<file path="src/rtl/tmds_gearbox.sv">
// tmds_gearbox: word-to-lane serializer gearbox with input FIFO and idle-symbol insertion.
// Optional clock lane output is enabled by defining TMDS_GEARBOX_CLOCK_LANE_EN.
// Ports:
//   clk_pixel_x5  - sole clock, rising edge
//   reset         - synchronous, active-low
//   in_valid/in_ready/in_data - word-set input, lane i at [i*WORD_WIDTH +: WORD_WIDTH]
//   out_bits      - LANE_BITS per lane per clock, bit 0 earlier in time
//   out_valid     - high while out_bits carry FIFO data
//   underflow     - one-cycle pulse when a streaming word boundary finds the FIFO empty
//   fifo_level    - current FIFO occupancy
//   clk_lane_bits - (TMDS_GEARBOX_CLOCK_LANE_EN only) serialized clock pattern
module tmds_gearbox #(
    parameter int NUM_CHANNELS = 3,
    parameter int WORD_WIDTH = 10,
    parameter int LANE_BITS = 2,
    parameter int FIFO_DEPTH = 4,
    parameter int MSB_FIRST = 0,
    parameter logic [WORD_WIDTH-1:0] IDLE_WORD = 10'b1101010100
) (
    input  logic                              clk_pixel_x5,
    input  logic                              reset,
    input  logic                              in_valid,
    output logic                              in_ready,
    input  logic [NUM_CHANNELS*WORD_WIDTH-1:0] in_data,
    output logic [NUM_CHANNELS*LANE_BITS-1:0]  out_bits,
    output logic                              out_valid,
    output logic                              underflow,
    output logic [$clog2(FIFO_DEPTH):0]       fifo_level
`ifdef TMDS_GEARBOX_CLOCK_LANE_EN
    ,
    output logic [LANE_BITS-1:0]              clk_lane_bits
`endif
);
    localparam int SLOTS = WORD_WIDTH / LANE_BITS;
    localparam int SW = (SLOTS > 1) ? $clog2(SLOTS) : 1;
    localparam int AW = (FIFO_DEPTH > 1) ? $clog2(FIFO_DEPTH) : 1;
    localparam int DW = NUM_CHANNELS * WORD_WIDTH;

    if (WORD_WIDTH % LANE_BITS != 0) begin : g_bad_lane_bits
        $error("tmds_gearbox: WORD_WIDTH must be a multiple of LANE_BITS");
    end
    if (FIFO_DEPTH < 2 || (FIFO_DEPTH & (FIFO_DEPTH - 1)) != 0) begin : g_bad_depth
        $error("tmds_gearbox: FIFO_DEPTH must be a power of two >= 2");
    end

    typedef enum logic {S_IDLE, S_STREAM} state_t;

    state_t        r_state;
    state_t        w_state_nxt;
    logic [SW-1:0] r_slot;
    logic [DW-1:0] r_mem [FIFO_DEPTH];
    logic [AW-1:0] r_wr;
    logic [AW-1:0] r_rd;
    logic [AW:0]   r_level;
    logic [DW-1:0] r_sr;
    logic          r_vld;
    logic          r_uf;
    logic          r_rdy;
    logic [DW-1:0] w_sr_shift;
    logic [DW-1:0] w_load_word;
    logic          w_load;
    logic          w_full;
    logic          w_empty;
    logic          w_half;
    logic          w_push;
    logic          w_pop;
    logic          w_uf;

    // Load decisions use the registered level, so a same-cycle push is not seen.
    assign w_load      = r_slot == SW'(SLOTS - 1);
    assign w_full      = r_level == (AW+1)'(FIFO_DEPTH);
    assign w_empty     = r_level == '0;
    assign w_half      = r_level >= (AW+1)'(FIFO_DEPTH / 2);
    assign in_ready    = r_rdy && !w_full;
    assign w_push      = in_valid && in_ready;
    assign w_load_word = w_pop ? r_mem[r_rd] : {NUM_CHANNELS{IDLE_WORD}};
    assign out_valid   = r_vld;
    assign underflow   = r_uf;
    assign fifo_level  = r_level;

    always_ff @(posedge clk_pixel_x5) begin
        if (!reset)
            r_state <= S_IDLE;
        else
            r_state <= w_state_nxt;
    end

    always_comb begin
        w_state_nxt = !w_load ? r_state :
                      (r_state == S_IDLE) ? (w_half ? S_STREAM : S_IDLE) :
                      (w_empty ? S_IDLE : S_STREAM);
    end

    always_comb begin
        w_pop = w_load && ((r_state == S_IDLE) ? w_half : !w_empty);
        w_uf  = w_load && r_state == S_STREAM && w_empty;
    end

    always_comb begin
        w_sr_shift = '0;
        for (int i = 0; i < NUM_CHANNELS; i++)
            w_sr_shift[i*WORD_WIDTH +: WORD_WIDTH] = (MSB_FIRST != 0) ?
                r_sr[i*WORD_WIDTH +: WORD_WIDTH] << LANE_BITS :
                r_sr[i*WORD_WIDTH +: WORD_WIDTH] >> LANE_BITS;
    end

    always_ff @(posedge clk_pixel_x5) begin
        if (w_push)
            r_mem[r_wr] <= in_data;
    end

    always_ff @(posedge clk_pixel_x5) begin
        if (!reset) begin
            r_slot  <= '0;
            r_wr    <= '0;
            r_rd    <= '0;
            r_level <= '0;
            r_sr    <= '0;
            r_vld   <= 1'b0;
            r_uf    <= 1'b0;
            r_rdy   <= 1'b0;
        end else begin
            r_slot  <= w_load ? '0 : r_slot + SW'(1);
            r_rdy   <= 1'b1;
            r_uf    <= w_uf;
            r_sr    <= w_load ? w_load_word : w_sr_shift;
            r_vld   <= w_load ? w_pop : r_vld;
            r_wr    <= w_push ? r_wr + AW'(1) : r_wr;
            r_rd    <= w_pop ? r_rd + AW'(1) : r_rd;
            r_level <= r_level + {{AW{1'b0}}, w_push} - {{AW{1'b0}}, w_pop};
        end
    end

    // The bits leaving next sit at the bottom of each lane (LSB-first) or the top (MSB-first).
    for (genvar i = 0; i < NUM_CHANNELS; i++) begin : g_lane
        for (genvar k = 0; k < LANE_BITS; k++) begin : g_bit
            assign out_bits[i*LANE_BITS+k] =
                r_sr[i*WORD_WIDTH + ((MSB_FIRST != 0) ? WORD_WIDTH-1-k : k)];
        end
    end

`ifdef TMDS_GEARBOX_CLOCK_LANE_EN
    localparam logic [WORD_WIDTH-1:0] CLK_WORD =
        {{(WORD_WIDTH - WORD_WIDTH/2){1'b0}}, {(WORD_WIDTH/2){1'b1}}};

    logic [WORD_WIDTH-1:0] r_clk_sr;

    // Clock pattern reloads every word regardless of FSM state or FIFO contents.
    always_ff @(posedge clk_pixel_x5) begin
        if (!reset)
            r_clk_sr <= '0;
        else
            r_clk_sr <= w_load ? CLK_WORD :
                        (MSB_FIRST != 0) ? r_clk_sr << LANE_BITS : r_clk_sr >> LANE_BITS;
    end

    for (genvar k = 0; k < LANE_BITS; k++) begin : g_clk_bit
        assign clk_lane_bits[k] = r_clk_sr[(MSB_FIRST != 0) ? WORD_WIDTH-1-k : k];
    end
`endif
endmodule
</file>
<file path="config.mk">
export PLATFORM = sky130hd
export DESIGN_NAME = tmds_gearbox
export DESIGN_NICKNAME = d
export VERILOG_FILES = /design/src/rtl/tmds_gearbox.sv
export SDC_FILE = /design/constraint.sdc
export NUM_CORES = 1
export LEC_CHECK = 0
export ABC_CLOCK_PERIOD_IN_PS = 2200
export CORE_UTILIZATION = 40
export CTS_BUF_LIST = sky130_fd_sc_hd__clkbuf_8
export DETAILED_ROUTE_END_ITERATION = 10
export GPL_TIMING_DRIVEN = 1
export PLACE_DENSITY = 0.67
export SLEW_MARGIN = 10
export SYNTH_ARGS = -nofsm -noshare
export SYNTH_HDL_FRONTEND = slang
export SYNTH_SLANG_ARGS = --single-unit
</file>
<file path="constraint.sdc">
create_clock -name clk_pixel_x5 -period 2.2 [get_ports clk_pixel_x5]
set_input_delay 0.66 -clock clk_pixel_x5 [delete_from_list [all_inputs] [get_ports clk_pixel_x5]]
set_output_delay 0.66 -clock clk_pixel_x5 [all_outputs]
set_load 0.01 [all_outputs]
</file>
==> results.txt <==
----------------------------------------------------
[Run status]
  Outcome ... completed

[Yosys]
  Most used DFF post-synth ... sky130_fd_sc_hd__edfxtp_1
  Number of distinct library cells after synthesis ... 39
  Sequential cell area fraction in the yosys report ... 0.709
  Number of enable-type register cells in the synthesized netlist ... 120
  Post-synth ARST share ... 0
  Synth Cell Area ... 6380 µm²
  Average size of a mapped cell ... 17.8 µm²
  Total of flip-flops plus latches after synthesis ... 166
  Number of cells produced by synthesis ... 359
  Count of warnings emitted by yosys ... 0
  Post-Syn Nets ... 402

[Global route]
  Via count of the first global-routing pass ... 3452
  Pin count of the biggest net entering global routing ... 32
  Initial antenna violation count ... 0
  Global-route wire length before repair ... 18.4 mm
  Total grt overflow ... 0
  GRT Resource Usage Total ... 0.154

[Worst setup path]
  Endpoint kind of the worst setup timing path ... flop
  R2R Path Start ... fifo_level[2]
  Start-to-end type of the worst setup path ... reg2reg
  Kind of cell adding the most delay to the critical path ... adder cells
  Biggest cell delay along the critical path ... 0.40 ns
  Top fanout value on the critical path ... 6
  FF-to-FF setup slack ... 0.02 ns
  Worst reg2reg path depth ... 10
  WP data arrival ... 2.53 ns
  Cell at the slowest stage of the critical path ... sky130_fd_sc_hd__fa_1
  Worst EP required ... 2.55 ns
  Buffers plus inverters on the worst setup path ... 3
  Most used cell, CP ... sky130_fd_sc_hd__ha_4
  Crit-path cells ... buf_6 -> inv_4 -> ha_4 -> or2_4 -> a31oi_4 -> ha_1 -> inv_2 -> ha_4 -> fa_1 -> and2_4
  Kind of start point of the critical path ... flop
  Reg-to-Reg End ... fifo_level[1]

[Timing]
  Slew at the pin with the worst max-slew slack ... 0.589 ns
  Maximum clock frequency ... 459 MHz
  Crit share post-route ... 0.991
  Unrepaired setup endpoints after global routing ... true
  Shortest clock period the worst path allows after layout ... 2.18 ns
  Max Transition Viols Final ... 0
  Final setup violation count ... 0
  Final hold vios ... 0
  Worst clock skew ... 0.0126 ns
  Fin Setup TNS ... 0 ns
  Worst relative slew slack ... 0.607
  Final Worst Setup Slack ... 0.0199 ns

[Clocking]
  Total clock buffers created by CTS ... 17
  Latest clock arrival within the worst-skew pair ... 0.45 ns
  H-tree level count ... 4
  Post-CTS clock slew at the launch and capture registers of the worst setup and hold paths ... 0.08 ns
  Clk sinks ... 166
  Root Buffer Master ... sky130_fd_sc_hd__clkbuf_8
  Clock tree from TritonCTS ... done
  Deepest clock path buffer count ... 2
  Number of hold buffers added after cts ... 0

[Final layout]
  Synth-to-layout area growth ... 20.2%
  Diodes inserted ... 0
  Layout cells sized above 1 ... 0.274
  Number of nets at the end of the flow ... 468
  Post-route non-filler standard cell count ... 649
  Summed area of non-filler cells in the final layout ... 7670 µm²
  Share of the core filled with cells ... 0.499

[Floorplan]
  Area of the die ... 16500 µm²
  Die Span X ... 128 µm
  Number of primary I/O pins ... 45
  Vertical die dimension ... 128 µm
  Num rows ... 45
  Total core area ... 15400 µm²
  Starting utilization of the core area ... 0.415

[Min path]
  Type of the worst min-delay path ... reg2reg
  Startpoint of the most critical hold path ... r_sr[17]
  Hold Path Depth ... 2
  Worst hold path endpoint ... r_sr[15]

[Drt]
  Overall via count from detail_route ... 3262
  Per-cell via count in the routed design ... 5.03
  Post-route DRC violation count ... 0
  Met1 Wirelength ... 5.04 mm
  Routed length on met3 ... 389 µm
  Number of nets with antenna violations after routing ... 0
  Overall routed net length ... 11.4 mm
  Routed length on met2 ... 5.81 mm
  Initial DRC count ... 117
  Highest layer used for signal routing ... met4
  WL per Instance ... 17.5 µm
  Drt pass-1 iters ... 4

[Power]
  Power density over cell area ... 810 nW/µm²
  Max VDD drop ... 0.517 mV
  LEAKAGE ... 2.57 nW

[Place]
  Final GP Congestion ... 0.743
  Cell area after placement ... 7170 µm²
  Detailed placer's ending HPWL ... 6.58 mm
  Number of placed instances, taps included ... 607
  Worst setup slack before clock tree synthesis ... -0.383 ns
  Port Buffer Count ... 44

[Run]
  Number of maximum-capacitance violations ... 0

----------------------------------------------------
-- kinds of logic (layout without fill, tap and decap cells) --
logic type | count (synthesis) | after routing | share of synthesized area
flip-flops | 166 | 166 | 0.709
AO/OA/AOI/OAI | 50 | 50 | 0.0745
buffers and inverters | 50 | 129 | 0.0386
AND/OR/NAND/NOR | 49 | 49 | 0.0449
multiplexers | 33 | 33 | 0.111
adder cells (fa/ha/maj) | 10 | 10 | 0.0208
XOR/XNOR | 1 | 1 | 0.00137
-- state kept, by name, summed over array words and instances (netlist names), named ones only --
signal      count
out_valid       1
r_mem         120
r_rdy           1
underflow       1
r_state         1
r_wr            2
r_slot          3
r_rd            2
fifo_level      3
r_sr           30
-- final cells by class --
class                      instances  area (µm²)
fill                            1264        7700
sequential                       166        4540
multi-input combinational        143        1650
timing repair buffer              71         737
tap                              211         264
clock buffer                      19         262
clock inverter                    13         120
inverter                          26         100
-- stage by stage --
| step | total power, mW | hold WS [ns] |
|---|---|---|
| 6_report | 6.21 | 0.465 |
| 5_1_grt | 6.44 | 0.492 |
| 4_1_cts | 6.25 | 0.467 |
| 3_5_place_dp | 4.15 | 0.450 |
| 3_3_place_gp | 4.14 | 0.444 |
| 2_1_floorplan | 3.90 | 0.432 |
-- routing by layer --
| layer | GRT usage | up-vias |
|---|---|---|
| met1 | 0.189 | 1676 |
| met3 | 0.0434 | 11 |
| li1 | - | 1517 |
| met4 | 0.0616 | 0 |
| met5 | 0 | - |
| met2 | 0.257 | 58 |
-- placed cells by master (no fill, tap or decap), types with 3 or more instances in the layout --
cell / Yosys / layout
sky130_fd_sc_hd__dfxtp_1: 46 / 42
sky130_fd_sc_hd__inv_1: 26 / 28
sky130_fd_sc_hd__buf_12: 0 / 7
sky130_fd_sc_hd__clkdlybuf4s50_1: 0 / 42
sky130_fd_sc_hd__nand3_1: 15 / 15
sky130_fd_sc_hd__dfxtp_4: 0 / 3
sky130_fd_sc_hd__o31ai_2: 15 / 15
sky130_fd_sc_hd__ha_1: 9 / 7
sky130_fd_sc_hd__and2_1: 8 / 6
sky130_fd_sc_hd__clkinvlp_4: 0 / 3
sky130_fd_sc_hd__buf_6: 3 / 3
sky130_fd_sc_hd__buf_4: 7 / 19
sky130_fd_sc_hd__mux2i_1: 3 / 3
sky130_fd_sc_hd__clkbuf_8: 0 / 19
sky130_fd_sc_hd__edfxtp_1: 120 / 120
sky130_fd_sc_hd__o21a_1: 16 / 16
sky130_fd_sc_hd__o31a_1: 9 / 9
sky130_fd_sc_hd__mux4_2: 30 / 30
sky130_fd_sc_hd__nor2_1: 10 / 10
-- power by group --
| part | internal [mW] | total, mW | leakage, nW | switching (mW) |
|---|---|---|---|---|
| clock network | 1.04 | 2.09 | 0.200 | 1.05 |
| registers | 3.44 | 3.48 | 1.46 | 0.0320 |
| logic | 0.308 | 0.643 | 0.901 | 0.335 |
| total | 4.80 | 6.21 | 2.57 | 1.42 |
-- repair_timing --
item | in CTS | in global routing
cloned | 0 | 0
gates resized for setup | 10 | 10
buffers inserted | 8 | 2
pin swaps | 6 | 8
endpoints found under the setup margin | 3 | 3
-- synth_stat cells, drive strengths merged (2+ instances only) --
library cell	n	share of area
nand3	15	0.012
buf	18	0.020
o31a	9	0.012
nand2	3	0.0022
inv	26	0.015
edfxtp	120	0.56
o31ai	15	0.029
a21oi	2	0.0016
nor3	2	0.0024
or3b	2	0.0035
mux2i	3	0.0047
o21a	16	0.019
and2	8	0.0078
clkbuf	6	0.0035
nand4	2	0.0020
nor2	10	0.0059
mux4	30	0.11
a31o	2	0.0027
dfxtp	46	0.14
and3	2	0.0027
ha	9	0.018
-- worst min-delay path, delay by kind of cell, from the launching register on --
kind            cells  cell delay [ns]
simple gates        1             0.07
compound gates      1             0.06
flops               1             0.30
-- worst max-delay path by stage --
stage,start,end,depth (start not counted)
2_1_floorplan,fifo_level[1],fifo_level[1],9
3_5_place_dp,in_valid,fifo_level[2],9
6_report,fifo_level[2],fifo_level[1],10
5_1_grt,fifo_level[2],fifo_level[1],10
4_1_cts,fifo_level[1],in_ready,3
3_3_place_gp,in_valid,fifo_level[2],9
(Power assumes the default switching activity.)
==> RTL change 1: new RTL, same flow settings <==
The option `TMDS_GEARBOX_CLOCK_LANE_EN` is turned on by a define.
--- a/src/rtl/tmds_gearbox.sv
+++ b/src/rtl/tmds_gearbox.sv
@@ -10,4 +10,6 @@
 //   fifo_level    - current FIFO occupancy
 //   clk_lane_bits - (TMDS_GEARBOX_CLOCK_LANE_EN only) serialized clock pattern
+`define TMDS_GEARBOX_CLOCK_LANE_EN
+
 module tmds_gearbox #(
     parameter int NUM_CHANNELS = 3,
Check against the original RTL (old outputs only; new: clk_lane_bits): equivalent (Yosys induction, for registers that start in step).
==> RTL change 1 against the unedited design <==
  * The run now ends with setup timing left
  * Sequential share of layout area grew 1.2 points
  * Design area down 0.88%
  * Wire length down 2.5%
  * Setup slack lost 34 ps
  * Sequential cell count rose by 3
  * Area after synthesis is 0.47% lower
  * Count of clock-buffer cells in the layout rose by 1
  * Sequential power up 1%
  * Maximum frequency is 1.5% lower
  * Die area shrank 0.46%
  * Total power up 1.3%
  * First-iteration DRC count is 62% higher
  * Critical path type unchanged
  * Largest cell class unchanged
  * Largest power group unchanged
==> RTL change 1: results <==
{
  "status": "finished, violations left",
  "violations": "setup timing",
  "grt_max_degree": 31,
  "wl_met2_um": 5460,
  "finalSetupViolCount": 1,
  "wl_met1_um": 4970,
  "syn_nets": 409,
  "reg_top3": "r_mem: 120 flops, r_sr: 30 flops",
  "synth_edf_count": 120,
  "wl_met3_um": 482,
  "use_met1_pct": 18.5,
  "vdd_ir_drop_max_mv": 0.417,
  "yosysSeqAreaShare_pct": 72.2,
  "met2_usage_pct": 24.6,
  "cts-buffers-inserted": 17,
  "drive_gt1_share_pct": 22.0,
  "track_usage_pct": 15.0,
  "avgRoutedWirePerCell_um": 17.0,
  "initialDrtViolationCount": 189,
  "ys.flop_type": "edfxtp_1",
  "gp_congestion": 0.699,
  "finalSetupTns_ps": -13.8,
  "grt_pass1_vias": 3448,
  "relSlewSlack_pct": 51.1,
  "drt-pass1-iter-count": 4,
  "synth_area_leaders": "edfxtp_1, dfxtp_1, mux4_2, o21a_1, ha_1",
  "grt_pass1_wl_um": 17800,
  "dp.cells": 619,
  "ys_async_sr_fraction_pct": 0,
  "diodes": 0,
  "cts-htree-levels": 4,
  "netlist_instances": 366,
  "wl_um": 11100,
  "p_leak_nw": 2.56,
  "dp_hpwl_um": 6750,
  "cts.reportedPaths.clkPinSlew_ps": 80,
  "io_buffers": 46,
  "antenna_found_initial": 0,
  "final_nets": 471,
  "fin_ws_ps": -13.8,
  "fin_hold_ws_ps": 451,
  "ys_types": 37,
  "arrival_ps": 2550,
  "via_count": 3258,
  "crit_path_max_fanout": 4,
  "place_ws_ps": -346,
  "grt_util_met3_pct": 4.30,
  "busiest_layer": "met2",
  "fin_skew_ps": 10.2,
  "rr_worst_depth": 9,
  "synthTopCellsByCount": "edfxtp_1, dfxtp_1, mux4_2",
  "place_area_mm2": 0.00715
}
==> RTL change 1: cell type report <==
| cell class | instances | area [µm²] |
|---|---|---|
| flip-flops and latches | 169 | 4590 |
| fillers | 1294 | 7770 |
| inverters | 27 | 104 |
| multi-input cells | 144 | 1540 |
| clock buffers | 20 | 275 |
| well taps | 211 | 264 |
| clock inverters | 12 | 136 |
| repair buffers | 69 | 698 |
==> RTL change 1: what timing repair did <==
item | CTS | global route
gates resized for setup | 9 | 9
buffers inserted | 1 | 0
pin swaps | 0 | 2
endpoints found under the setup margin | 1 | 17
cloned | 0 | 0
==> RTL change 1: worst min-delay path by stage <==
stage	cells after the start	from	endpoint
after global placement	2	r_clk_sr[3]	r_clk_sr[2]
after floorplan	2	r_clk_sr[3]	r_clk_sr[2]
after detailed placement	2	r_sr[29]	r_sr[27]
final	2	r_sr[27]	r_sr[25]
after global routing	2	r_sr[27]	r_sr[25]
after CTS	2	r_sr[27]	r_sr[25]
==> RTL change 1: critical path: stages, from the launching register on <==
cell,delay (ps)
dfxtp_2,330
buf_6,120
buf_6,110
nor3b_4,270
o31a_1,220
ha_1,230
inv_1,60
ha_2,170
fa_2,420
and2_1,170
==> RTL change 1: logic make-up after synthesis <==
kind of cell	count (synthesis)	share of synthesized area, %
and+or+nand+nor	52	4.39
DFF	169	72.2
muxes	33	11.1
adders and majority gates	10	2.09
buffers and inverters	53	4.12
AOI/OAI and AO/OA	48	5.95
xor gates and xnor gates	1	0.138
==> RTL change 1: report_power, final <==
group          switching [W]  internal, W  leakage (nW)
Combinational       0.000292     0.000262         0.850
Clock                0.00102      0.00119         0.225
Sequential         0.0000305      0.00350          1.49
==> RTL change 2: new RTL, config.mk and constraints unchanged <==
Made on the original files. Take the reset off `r_sr` and load it in a clocked block of its own.
--- a/src/rtl/tmds_gearbox.sv
+++ b/src/rtl/tmds_gearbox.sv
@@ -116,5 +116,4 @@
             r_rd    <= '0;
             r_level <= '0;
-            r_sr    <= '0;
             r_vld   <= 1'b0;
             r_uf    <= 1'b0;
@@ -124,5 +123,4 @@
             r_rdy   <= 1'b1;
             r_uf    <= w_uf;
-            r_sr    <= w_load ? w_load_word : w_sr_shift;
             r_vld   <= w_load ? w_pop : r_vld;
             r_wr    <= w_push ? r_wr + AW'(1) : r_wr;
@@ -130,4 +128,8 @@
             r_level <= r_level + {{AW{1'b0}}, w_push} - {{AW{1'b0}}, w_pop};
         end
+    end
+
+    always_ff @(posedge clk_pixel_x5) begin
+        r_sr <= w_load ? w_load_word : w_sr_shift;
     end
 
Function: differs if reset is asserted again (counterexample within 10 cycles, from zero or initial values and one cycle with reset low); with reset held inactive, the same outputs for 10 cycles.
==> RTL change 2 against the unedited design <==
  * Non-clock buffer count fell by 5
  * Count of clock-buffer cells in the layout fell by 2
  * Register-to-register slack improved by 70 ps
  * Area after synthesis shrank 2.5%
  * Design area decreased by 2.8%
  * Utilization down 0.87 points
  * Synthesized cell count increased by 1.7%
  * Hold slack got worse by 15 ps
  * Sequential cell count is the same
  * Setup slack improved by 35 ps
  * Wire length down 4.3%
  * Total power up 4.4%
  * Maximum frequency increased by 1.6%
  * Largest cell class unchanged
  * Highest routed layer unchanged
==> RTL change 2: results <==
{
  "dp_hpwl_um": 6420,
  "place_area_mm2": 0.00698,
  "ys_types": 37,
  "ctsResizeCount": 4,
  "n_all_inverters": 10,
  "nFlopsAndLatches": 166,
  "drive_gt1_share_pct": 21.8,
  "cp-startpoint": "fifo_level[0]",
  "seq_power_w": 0.00355,
  "multi_input_gates": 166,
  "grt_util_met3_pct": 4.30,
  "p_sw_w": 0.00150,
  "netlist_instances": 365,
  "status": "complete, no violations",
  "grt_pass1_wl_um": 17600,
  "min_to": "r_sr[12]",
  "rr_worst_depth": 11,
  "post-cts-setup-buffers": 0,
  "grt_max_degree": 31,
  "fin_ws_ps": 55.2,
  "initialDrtViolationCount": 237,
  "r2r-start": "fifo_level[1]",
  "relSlewSlack_pct": 70.5,
  "nFillCells": 1270,
  "via_count": 3205,
  "syn_nets": 408,
  "p_leak_nw": 2.52,
  "synthTopCellsByCount": "edfxtp_1, dfxtp_1, nor2_1",
  "met2_usage_pct": 24.1
}
[RTL change 2: changes by cell type after synthesis, moves of 8 or more]
cell	unedited run	this run
o31a_1	9	1
nand3b_1	0	8
nand3_1	15	2
nor2_1	10	35
o31ai_2	15	0
nand2_1	2	23
nor3_1	1	16
inv_1	26	10
o21a_1	16	6
[RTL change 2: critical path: stages, from the launching register on]
cell	delay, ps
dfxtp_2	370
buf_4	130
clkdlybuf4s50_1	530
[RTL change 2: cells by family (layout without fill, tap and decap cells)]
logic type	count (synthesis)	in the layout	synth area share, %
mux	33	33	11.4
compound gates	15	15	1.87
fa+ha+maj	10	10	2.13
simple gates	107	107	8.61
flops	166	166	72.7
buf+inv	33	108	3.10
xor+xnor	1	1	0.141
[RTL change 2: per-layer routing]
layer / vias up / wire length (µm)
met5: - / 0
met4: 0 / 210
met3: 19 / 457
met2: 73 / 5370
met1: 1614 / 4850
li1: 1499 / -
